==> src/rtl/reg_wb_queue.sv <==
// Writeback FIFO in front of the register file write port, draining one entry
// per cycle, with youngest-match forwarding of pending writes to two read ports.
module reg_wb_queue #(
    parameter int DEPTH  = 4,
    parameter int ADDR_W = 5,
    parameter int DATA_W = 32,
    localparam int PTR_W = $clog2(DEPTH),
    localparam int CNT_W = $clog2(DEPTH) + 1
) (
    input  logic              clk,
    input  logic              rst_n,
    input  logic              in_valid,
    output logic              in_ready,
    input  logic [ADDR_W-1:0] in_reg,
    input  logic [DATA_W-1:0] in_data,
    input  logic              wb_hold,
    output logic              wr_en,
    output logic [ADDR_W-1:0] wr_reg,
    output logic [DATA_W-1:0] wr_data,
    input  logic [ADDR_W-1:0] rd_reg_1,
    output logic              fwd_hit_1,
    output logic [DATA_W-1:0] fwd_data_1,
    input  logic [ADDR_W-1:0] rd_reg_2,
    output logic              fwd_hit_2,
    output logic [DATA_W-1:0] fwd_data_2,
    output logic [CNT_W-1:0]  count
);

    localparam logic [CNT_W-1:0] FULL_C = CNT_W'(DEPTH);

    logic [ADDR_W-1:0] reg_q  [DEPTH];
    logic [DATA_W-1:0] data_q [DEPTH];
    logic [PTR_W-1:0]  head_q, head_d;
    logic [PTR_W-1:0]  tail_q, tail_d;
    logic [CNT_W-1:0]  count_q, count_d;
    logic              push, pop;

    assign in_ready = (count_q < FULL_C);
    assign push     = in_valid & in_ready & (in_reg != '0);
    assign pop      = (count_q != '0) & ~wb_hold;
    assign wr_en    = pop;
    assign wr_reg   = reg_q[head_q];
    assign wr_data  = data_q[head_q];
    assign count    = count_q;

    always_comb begin
        head_d  = head_q;
        tail_d  = tail_q;
        count_d = count_q;
        if (pop)  head_d = head_q + PTR_W'(1);
        if (push) tail_d = tail_q + PTR_W'(1);
        case ({push, pop})
            2'b10:   count_d = count_q + CNT_W'(1);
            2'b01:   count_d = count_q - CNT_W'(1);
            default: count_d = count_q;
        endcase
    end

    always_ff @(posedge clk or negedge rst_n) begin
        if (!rst_n) begin
            head_q  <= '0;
            tail_q  <= '0;
            count_q <= '0;
        end else begin
            head_q  <= head_d;
            tail_q  <= tail_d;
            count_q <= count_d;
        end
    end

    // Payload storage carries no reset; occupancy alone defines validity.
    always_ff @(posedge clk) begin
        if (push) begin
            reg_q[tail_q]  <= in_reg;
            data_q[tail_q] <= in_data;
        end
    end

    // Walk oldest to youngest so the last match (youngest) wins.
    always_comb begin
        logic [PTR_W-1:0] idx;
        idx        = '0;
        fwd_hit_1  = 1'b0;
        fwd_data_1 = '0;
        fwd_hit_2  = 1'b0;
        fwd_data_2 = '0;
        for (int i = 0; i < DEPTH; i++) begin
            idx = head_q + PTR_W'(i);
            if (CNT_W'(i) < count_q) begin
                if ((rd_reg_1 != '0) && (reg_q[idx] == rd_reg_1)) begin
                    fwd_hit_1  = 1'b1;
                    fwd_data_1 = data_q[idx];
                end
                if ((rd_reg_2 != '0) && (reg_q[idx] == rd_reg_2)) begin
                    fwd_hit_2  = 1'b1;
                    fwd_data_2 = data_q[idx];
                end
            end
        end
    end

    a_no_overflow: assert property (@(posedge clk) disable iff (!rst_n)
        !(push && (count_q == FULL_C)));
    a_no_underflow: assert property (@(posedge clk) disable iff (!rst_n)
        !(pop && (count_q == '0)));

endmodule
==> config.mk <==
export PLATFORM = sky130hd
export DESIGN_NAME = reg_wb_queue
export DESIGN_NICKNAME = d
export VERILOG_FILES = /design/src/rtl/reg_wb_queue.sv
export SDC_FILE = /design/constraint.sdc
export NUM_CORES = 1
export LEC_CHECK = 0
export CAP_MARGIN = 30
export CORE_MARGIN = 3
export CORE_UTILIZATION = 36
export DETAILED_ROUTE_END_ITERATION = 8
export PLACE_DENSITY = 0.57
export SYNTH_ARGS = -nofsm -noshare
export SYNTH_HDL_FRONTEND = slang
export SYNTH_SLANG_ARGS = --single-unit
==> constraint.sdc <==
create_clock -name clk -period 5.4 [get_ports clk]
set_clock_uncertainty 0.05 [all_clocks]
set_input_delay 1.08 -clock clk [delete_from_list [all_inputs] [get_ports clk]]
set_output_delay 1.08 -clock clk [all_outputs]
set_load 0.02 [all_outputs]
==> out/results.tsv, run 1 <==
stage	metric	value	unit
critical_path	reg-to-reg startpoint	head_q[0]	
place	Placed Area	0.0129	mm2
timing	Final Cycle Share	0.974	
grt	GRT Total Usage	0.197	
synth	top cells by count, synth	nand2_1, edfxtp_1, mux2i_1	
synth	Netlist cell types	53	
critical_path	CP endpoint kind	primary output	
cts	H-tree depth	4	
grt	vias in the first global route	8820	
cts	Clk Latency, worst-skew pair	0.42	ns
cts	CTS tree	done	
critical_path	worst-case reg-to-reg path depth	5	
place	worst slack, placed	0.133	ns
timing	final setup TNS	0	ns
layout	Synth-to-Final Area Change	24.9	%
synth	count leader, synth	nand2_1	
synth	register area share after synthesis	0.425	
die	I/O pins	159	
die	num rows	62	
synth	leading area contributor after synthesis	edfxtp_1	
critical_path	Buf/Inv on CP	4	
power_and_ir_drop	PD cells	581	mW/mm2
timing	worst slew margin relative to its limit	0.482	
drt	DRT Wirelength	32.6	mm
place	PortBufs	158	
cts	Clock Sinks	155	
power_and_ir_drop	leak pwr	5.00	nW
critical_path	CP max stage cell	or4_2	
critical_path	CP required	4.27	ns
drt	detailed-router iteration count before antenna repair	5	
synth	Yosys top cell area share	0.409	
drt	Residual DRC	0	
timing	Worst-Margin Slew	0.776	ns
die	Die Ht	180	um
critical_path	critical path class	primary input to primary output	
cts	Worst-path clk slew	0.06	ns
drt	via count	8781	
grt	largest net degree at the start of global routing	98	
synth	YS warnings	0	
synth	synth top area cells	edfxtp_1, mux2i_1, nand2_1	
die	DIE WIDTH	180	um
grt	antenna violations before repair	2	
drt	post-route ant nets	0	
cts	cts bufs inserted	17	
timing	final setup margin	0.140	ns
critical_path	CP arrival	4.13	ns
cts	root buf cell	clkbuf_16	
timing	final setup fails	0	
die	core area	0.0292	mm2
synth	number of synthesized flops with an enable pin	148	
synth	Synth Register Bits	155	
worst_hold_path	worst min path class	register to register	
cts	maximum root-to-sink buffer count	2	
timing	maximum operating frequency	190	MHz
synth	mapped cell area	0.0109	mm2
die	Die ar.	0.0323	mm2
synth	Post-Synthesis Cells	1042	
worst_hold_path	hold path startpoint	tail_q[1]	
synth	Post-synth ARST share	0.0452	
grt	first-pass GRT wire length	50.6	mm
worst_hold_path	Hold Path Sink	tail_q[1]	
layout	nets	1226	
worst_hold_path	Hold Crit Depth	2	
critical_path	Crit path max-delay family	buffers and inverters	
layout	Finished Cell Area	0.0136	mm2
critical_path	Worst Path Max Fanout	34	
critical_path	CP Launch Type	primary input	
grt	GR Overflow Total	0	
power_and_ir_drop	Tot Pwr	7.89	mW
flow_run	Max-Cap Viols	0	
critical_path	CP Cell Sequence	clkdlybuf4s50_1 -> buf_4 -> xnor2_1 -> nand4_1 -> or4_2 -> buf_4 -> nor2_1 -> a31o_1 -> clkdlybuf4s50_1	
run_status	outcome	completed	
layout	Ant. Diodes	0	
critical_path	crit path launch	rd_reg_2[4]	
synth	Syn Area/Cell	10.4	um2
place	HPWL Detailed	21.8	mm
cts	Hold Buf Count CTS	0	
layout	share of cells above drive strength 1	0.148	
place	Placer Congestion	0.846	
die	Starting Density	0.372	
synth	top_reg_cell synth	edfxtp_1	
synth	Synth Net Count	1102	
timing	post-layout min period	5.26	ns
critical_path	reg2reg end	head_q[0]	
drt	routed vias/inst	5.62	
drt	Iter 0 DRT Violations	651	
critical_path	internal reg-to-reg setup slack	2.82	ns
power_and_ir_drop	maximum VDD drop	0.000244	V
timing	Final Slew Violations	0	
timing	Final Hold Vio Count	0	
critical_path	slowest stage delay, CP	0.78	ns
drt	routed length per instance	20.9	um
timing	unrepaired setup endpoints after global routing	false	
[what timing repair did]
action                     in CTS  in global routing
resized for setup               0                  1
setup endpoints to repair       0                  4
setup buffers                   0                  2
[metal layers]
layer / vias to the layer above / track usage / part of all wire
met5: - / 0 / 0.00098
met3: 41 / 0.0382 / 0.048
met4: 4 / 0.0603 / 0.021
met2: 273 / 0.321 / 0.47
met1: 4335 / 0.268 / 0.46
li1: 4128 / - / -
[registers in the layout (all words and copies together) (netlist names)]
| name | count |
|---|---|
| tail_q | 2 |
| data_q | 128 |
| reg_q | 20 |
| head_q | 2 |
| count | 3 |
[worst max-delay path by stage]
stage,endpoint,cells past startpoint
after floorplan,fwd_data_2[10],9
after global placement,fwd_data_2[2],8
after detailed placement,fwd_data_2[2],8
after CTS,fwd_data_2[2],8
after global routing,fwd_data_2[16],10
final,fwd_data_2[2],9
[placed cells by master, fill, tap and decap left out, types with 2 or more instances in the layout]
cell type        synthesis  routed
o221ai_1                31      31
nand3_1                  3       2
nand4_1                  5       5
clkbuf_16                0      17
o21a_1                  32      32
nor2b_1                  4       4
dfrtp_1                  7       5
xnor2_1                 38      38
dfrtp_4                  0       2
nor2_1                  36      36
or4_2                    0       2
bufinv_16                0       6
buf_4                   13      29
buf_12                   0       9
ha_1                     9       9
xor2_1                   9       9
o22ai_1                 31      31
or3_1                    2       2
clkdlybuf4s50_1          0     157
a22oi_1                 31      31
mux2_2                  63      63
inv_1                   39      38
a31o_1                  30      30
buf_8                    0       2
nand2_1                192     192
and2_2                   0       4
clkinvlp_4               0       3
edfxtp_1               148     148
nor3_1                   5       5
mux4_2                  21      21
a21oi_1                  3       3
o21ai_0                 66      66
mux2i_1                111     111
clkbuf_1                36       3
o2111ai_1                2       2
[worst register-to-register path, delay by kind of cell, from the launching register on]
kind,cells,cell delay (ns)
DFF,1,0.61
xor gates and xnor gates,1,0.19
buffers and inverters,4,1.60
[layout make-up]
class	count	area [um2]
timing repair buffer	198	2010
inverter	39	149
sequential	155	4630
clock buffer	21	450
clock inverter	11	216
tap	384	480
multi-input combinational	755	5640
fill	2687	15700
[through the flow]
step	cells	hold slack [ns]	util
2_1_floorplan	1042	0.530	-
3_3_place_gp	1529	0.569	0.440
3_5_place_dp	1529	0.568	0.440
4_1_cts	1561	0.579	0.463
5_1_grt	1563	0.635	0.464
6_report	1563	0.577	0.464
[power by group]
part	switching [mW]	internal, mW
Clock	0.481	0.881
Sequential	0.152	1.51
Combinational	2.75	2.11
Total	3.38	4.50
[kinds of logic after synthesis]
family                     count (synthesis)  synth area share
muxes                                    195             0.211
AOI/OAI and AO/OA                        237             0.153
and+or+nand+nor                          267             0.104
DFF                                      155             0.425
buffers and inverters                    132            0.0587
xor gates and xnor gates                  47            0.0379
adders and majority gates                  9            0.0104
Power figures use the tool's default switching activity.
==> run 2, diff against run 1 <==
GPL_TIMING_DRIVEN = 0   (was default)
==> run 2 against run 1 <==
Against the previous run: clock power fell by 5%; final cell count rose by 3.0%; critical path type unchanged; largest power group unchanged; worst setup slack got worse by 0.14 ns; sequential share of layout area barely moved; total power rose by 3.9%; non-clock buffer count rose by 47; fmax fell by 2.5%.
==> out/results.tsv, run 2 (synthesized netlist as in run 1, its figures left out) <==
stage	metric	value	unit
run_status	outcome	completed	
die	I/O pins	159	
drt	detailed-router iteration count before antenna repair	6	
grt	GR Overflow Total	0	
power_and_ir_drop	NetSw	3.76	mW
die	Starting Density	0.372	
drt	via count	9299	
timing	Final Cycle Share	1.00	
layout	Reg with most FFs	data_q	
timing	maximum operating frequency	185	MHz
critical_path	Buf/Inv on CP	4	
place	Placed Area	0.0129	mm2
critical_path	CP required	4.27	ns
drt	routed vias/inst	5.78	
power_and_ir_drop	leak pwr	4.98	nW
cts	H-tree depth	4	
cts	cts bufs inserted	17	
drt	Iter 0 DRT Violations	879	
cts	Clk Latency, worst-skew pair	0.43	ns
power_and_ir_drop	clock group share of total power	0.157	
critical_path	critical path class	primary input to primary output	
critical_path	CP arrival	4.27	ns
layout	most common cell after layout, fill and taps aside	nand2_1	
worst_hold_path	worst min path class	register to register	
power_and_ir_drop	Pint	4.43	mW
timing	Final Hold Vio Count	0	
die	core area	0.0292	mm2
place	HPWL Detailed	26.5	mm
power_and_ir_drop	combinational power share	0.647	
layout	share of cells above drive strength 1	0.144	
timing	worst slew margin relative to its limit	0.383	
critical_path	CP Cell Sequence	clkbuf_1 -> or4_1 -> nor2_1 -> or4_1 -> buf_2 -> clkbuf_1 -> a31o_1 -> clkdlybuf4s50_1	
timing	Final Slew Violations	0	
critical_path	CP max stage cell	clkdlybuf4s50_1	
place	Placer Congestion	0.896	
grt	vias in the first global route	9072	
grt	antenna violations before repair	0	
cts	Worst-path clk slew	0.06	ns
critical_path	CP endpoint kind	primary output	
place	PortBufs	148	
flow_run	Max-Cap Viols	0	
layout	FILL cells	2721	
timing	post-layout min period	5.40	ns
drt	DRT Wirelength	37.7	mm
layout	max reg flops	128	
layout	commonest non-fill, non-tap cells in the layout	nand2_1, edfxtp_1, clkdlybuf4s50_1	
cts	Clock Sinks	155	
power_and_ir_drop	PD cells	604	mW/mm2
die	Die Ht	180	um
layout	Ant. Diodes	0	
cts	root buf cell	clkbuf_16	
timing	Worst-Margin Slew	0.925	ns
layout	nets	1273	
critical_path	slowest stage delay, CP	0.64	ns
power_and_ir_drop	Switching Fraction	0.459	
timing	unrepaired setup endpoints after global routing	true	
cts	CTS tree	done	
die	num rows	62	
grt	GRT Total Usage	0.224	
critical_path	Worst Path Max Fanout	10	
cts	Hold Buf Count CTS	0	
layout	Synth-to-Final Area Change	24.7	%
power_and_ir_drop	Reg power frac	0.196	
die	Die ar.	0.0323	mm2
critical_path	Crit path max-delay family	buffers and inverters	
die	DIE WIDTH	180	um
drt	post-route ant nets	0	
grt	first-pass GRT wire length	56.0	mm
drt	routed length per instance	23.4	um
layout	Finished Cell Area	0.0136	mm2
drt	Residual DRC	0	
power_and_ir_drop	maximum VDD drop	0.000239	V
timing	final setup fails	0	
timing	final setup TNS	0	ns
critical_path	CP Launch Type	primary input	
grt	largest net degree at the start of global routing	25	
cts	maximum root-to-sink buffer count	2	
[run 2: worst reg2reg max path: stages (launching register included)]
cell,delay (ns)
dfrtp_1,0.34
buf_6,0.16
buf_6,0.19
buf_6,0.19
buf_2,0.30
clkbuf_1,0.42
buf_1,0.51
nand2_1,0.14
xnor2_1,0.16
[run 2: timing repair]
item	4_1_cts	5_1_grt
resized for setup	0	9
buffers inserted	0	0
endpoints found under the setup margin	0	57
[run 2: worst paths after layout]
kind,start,to,slack (ns),cells after the start
worst max register to register,head_q[0],head_q[1],2.83,8
worst max-delay path,rd_reg_2[1],fwd_data_2[2],0.003,8
worst min register to register,tail_q[0],tail_q[0],0.59,2
max in group asynchronous,rst_n,head_q[1],4.19,1
worst min-delay path,tail_q[0],tail_q[0],0.59,2
min in group asynchronous,rst_n,count[1],0.86,1
[run 2: per-stage QoR]
stage | instances | worst slack (ns) | hold slack [ns] | power (mW) | util
after global placement | 1574 | 0.0995 | 0.566 | 6.83 | 0.439
after global routing | 1610 | 0.00396 | 0.623 | 8.60 | 0.464
final | 1610 | 0.00258 | 0.591 | 8.20 | 0.464
after detailed placement | 1578 | 0.116 | 0.580 | 6.87 | 0.442
after CTS | 1610 | 0.0599 | 0.596 | 8.17 | 0.463
after floorplan | 1042 | 1.15 | 0.530 | 4.90 | -
[run 2: layout make-up]
class	instances	area, um2	area share
Buffer	93	498	0.0367
Clock buffer	17	425	0.0314
Clock inverter	15	196	0.0145
Inverter	39	146	0.0108
Multi-Input combinational cell	755	5630	0.415
Sequential cell	155	4620	0.341
Tap cell	384	480	0.0354
Timing Repair Buffer	152	1560	0.115
[run 2: power groups by stage]
stage / logic, mW / clock network, mW / registers (mW)
floorplan: 3.29 / 0 / 1.62
global placement: 5.19 / 0 / 1.64
detailed placement: 5.24 / 0 / 1.63
CTS: 5.27 / 1.30 / 1.60
global route: 5.62 / 1.36 / 1.62
finish: 5.30 / 1.29 / 1.61
[run 2: routing by layer]
layer,share of wire,routed length (um),GRT usage,up-vias
li1,-,-,-,4218
met1,0.43,16200,0.301,4549
met2,0.47,17800,0.366,473
met3,0.076,2850,0.0441,59
met4,0.025,933,0.0718,0
met5,0,0,0,-
==> run 3, diff against run 2 <==
PLACE_DENSITY = default   (was 0.57)
==> run 3 against run 2 <==
Against the previous run: non-clock buffer count stayed put; critical path depth did not move; total power up 0.43%; wire length shrank 0.41%; highest routed layer unchanged; global-route usage shrank 0.19 points; core utilization is 0.090 points higher; count of clock-buffer cells in the layout up 2.
==> out/results.tsv, run 3 (synthesized netlist as in run 1, its figures left out) <==
stage	metric	value	unit
cts	Setup Fix Bufs, Post-CTS	0	
layout	max reg flops	128	
die	DIE WIDTH	180	um
drt	detailed-router iteration count before antenna repair	5	
power_and_ir_drop	Reg power frac	0.195	
power_and_ir_drop	clock group share of total power	0.163	
grt	largest net degree at the start of global routing	27	
power_and_ir_drop	PD cells	606	mW/mm2
timing	Worst-Margin Slew	0.945	ns
drt	routed vias/inst	5.78	
power_and_ir_drop	maximum VDD drop	0.000282	V
grt	first-pass GRT wire length	56.0	mm
timing	Final Hold Vio Count	0	
place	HPWL Detailed	26.4	mm
grt	antenna violations before repair	1	
critical_path	CP Launch Type	primary input	
power_and_ir_drop	combinational power share	0.642	
die	num rows	62	
drt	via count	9315	
grt	GR Overflow Total	0	
drt	Residual DRC	0	
place	Placed Area	0.0129	mm2
cts	root buf cell	clkbuf_16	
timing	maximum operating frequency	189	MHz
critical_path	Worst Path Max Fanout	10	
cts	H-tree depth	4	
drt	Iter 0 DRT Violations	935	
layout	commonest non-fill, non-tap cells in the layout	nand2_1, edfxtp_1, clkdlybuf4s50_1	
layout	Reg with most FFs	data_q	
worst_hold_path	worst min path class	register to register	
die	Die ar.	0.0323	mm2
drt	routed length per instance	23.3	um
critical_path	critical path class	primary input to primary output	
die	Die Ht	180	um
die	Starting Density	0.372	
layout	share of cells above drive strength 1	0.145	
layout	most common cell after layout, fill and taps aside	nand2_1	
layout	Finished Cell Area	0.0136	mm2
cts	cts bufs inserted	17	
power_and_ir_drop	Pint	4.49	mW
worst_hold_path	Hold Crit Depth	2	
layout	Final Util	0.465	
critical_path	CP arrival	4.16	ns
critical_path	worst-case reg-to-reg path depth	8	
timing	Final Slew Violations	0	
power_and_ir_drop	leak pwr	5.00	nW
timing	post-layout min period	5.29	ns
flow_run	Max-Cap Viols	0	
grt	GRT Total Usage	0.222	
layout	Synth-to-Final Area Change	25.0	%
die	I/O pins	159	
timing	unrepaired setup endpoints after global routing	false	
timing	worst slew margin relative to its limit	0.370	
critical_path	CP required	4.27	ns
timing	final setup fails	0	
timing	final setup TNS	0	ns
die	core area	0.0292	mm2
cts	Worst-path clk slew	0.06	ns
timing	Final Cycle Share	0.980	
critical_path	CP endpoint kind	primary output	
drt	post-route ant nets	0	
cts	CTS tree	done	
layout	nets	1273	
power_and_ir_drop	NetSw	3.74	mW
place	Placer Congestion	0.900	
cts	Clock Sinks	155	
power_and_ir_drop	Tot Pwr	8.23	mW
run_status	outcome	completed	
cts	Clk Latency, worst-skew pair	0.43	ns
power_and_ir_drop	Switching Fraction	0.455	
drt	DRT Wirelength	37.6	mm
grt	vias in the first global route	9312	
cts	maximum root-to-sink buffer count	2	
place	PortBufs	148	
run 3: cell types whose count changed in the layout (fill, tap and decap cells not counted), sizes merged:
cell,delta
diode,+1
bufinv,+1
clkinv,-3
clkbuf,+2
run 3: worst max-delay path, cell delays in order:
cell and delay (ns):
clkbuf_1 0.21, or4_1 0.57, nor2_1 0.33, or4_1 0.24, buf_2 0.25, clkbuf_1 0.53, a31o_1 0.31, clkdlybuf4s50_1 0.63
run 3: layout make-up:
type	count	area (um2)
fill	2702	15700
antenna	1	2.50
tap	384	480
clock buffer	19	433
sequential	155	4620
buffer	93	498
inverter	39	146
multi-input combinational	755	5630
clock inverter	13	214
timing repair buffer	152	1570
run 3: worst paths after layout:
| path | from | endpoint | slack, ns |
|---|---|---|---|
| worst max-delay path | rd_reg_2[1] | fwd_data_2[21] | 0.11 |
| worst min-delay path | tail_q[0] | tail_q[0] | 0.59 |
| worst max register to register | head_q[0] | head_q[1] | 2.67 |
| worst min register to register | tail_q[0] | tail_q[0] | 0.59 |
| max in group asynchronous | rst_n | head_q[0] | 4.20 |
| min in group asynchronous | rst_n | count[1] | 0.86 |
run 3: timing repair:
action / CTS / global route
hold buffers: 0 / 0
gates resized for setup: 0 / 8
setup endpoints to repair: 0 / 27
run 3: per-layer routing:
metal	vias up	GRT usage	wire, um
li1	4218	-	-
met1	4564	0.296	16200
met2	477	0.369	17900
met3	56	0.0392	2610
met4	0	0.0699	866
met5	-	0	0
run 3: power by group through the flow:
stage                     sequential [mW]  clock [mW]  combinational [mW]
after floorplan                      1.62           0                3.29
after global placement               1.63           0                5.16
after detailed placement             1.63           0                5.22
after CTS                            1.60        1.34                5.25
after global routing                 1.62        1.39                5.59
final                                1.60        1.34                5.28
run 3: through the flow:
| stage | std cells | worst slack, ns | hold WS [ns] |
|---|---|---|---|
| final | 1611 | 0.106 | 0.594 |
| after global routing | 1611 | 0.00207 | 0.625 |
| after CTS | 1610 | 0.116 | 0.602 |
| after detailed placement | 1578 | 0.209 | 0.589 |
| after global placement | 1574 | 0.212 | 0.555 |
| after floorplan | 1042 | 1.15 | 0.530 |
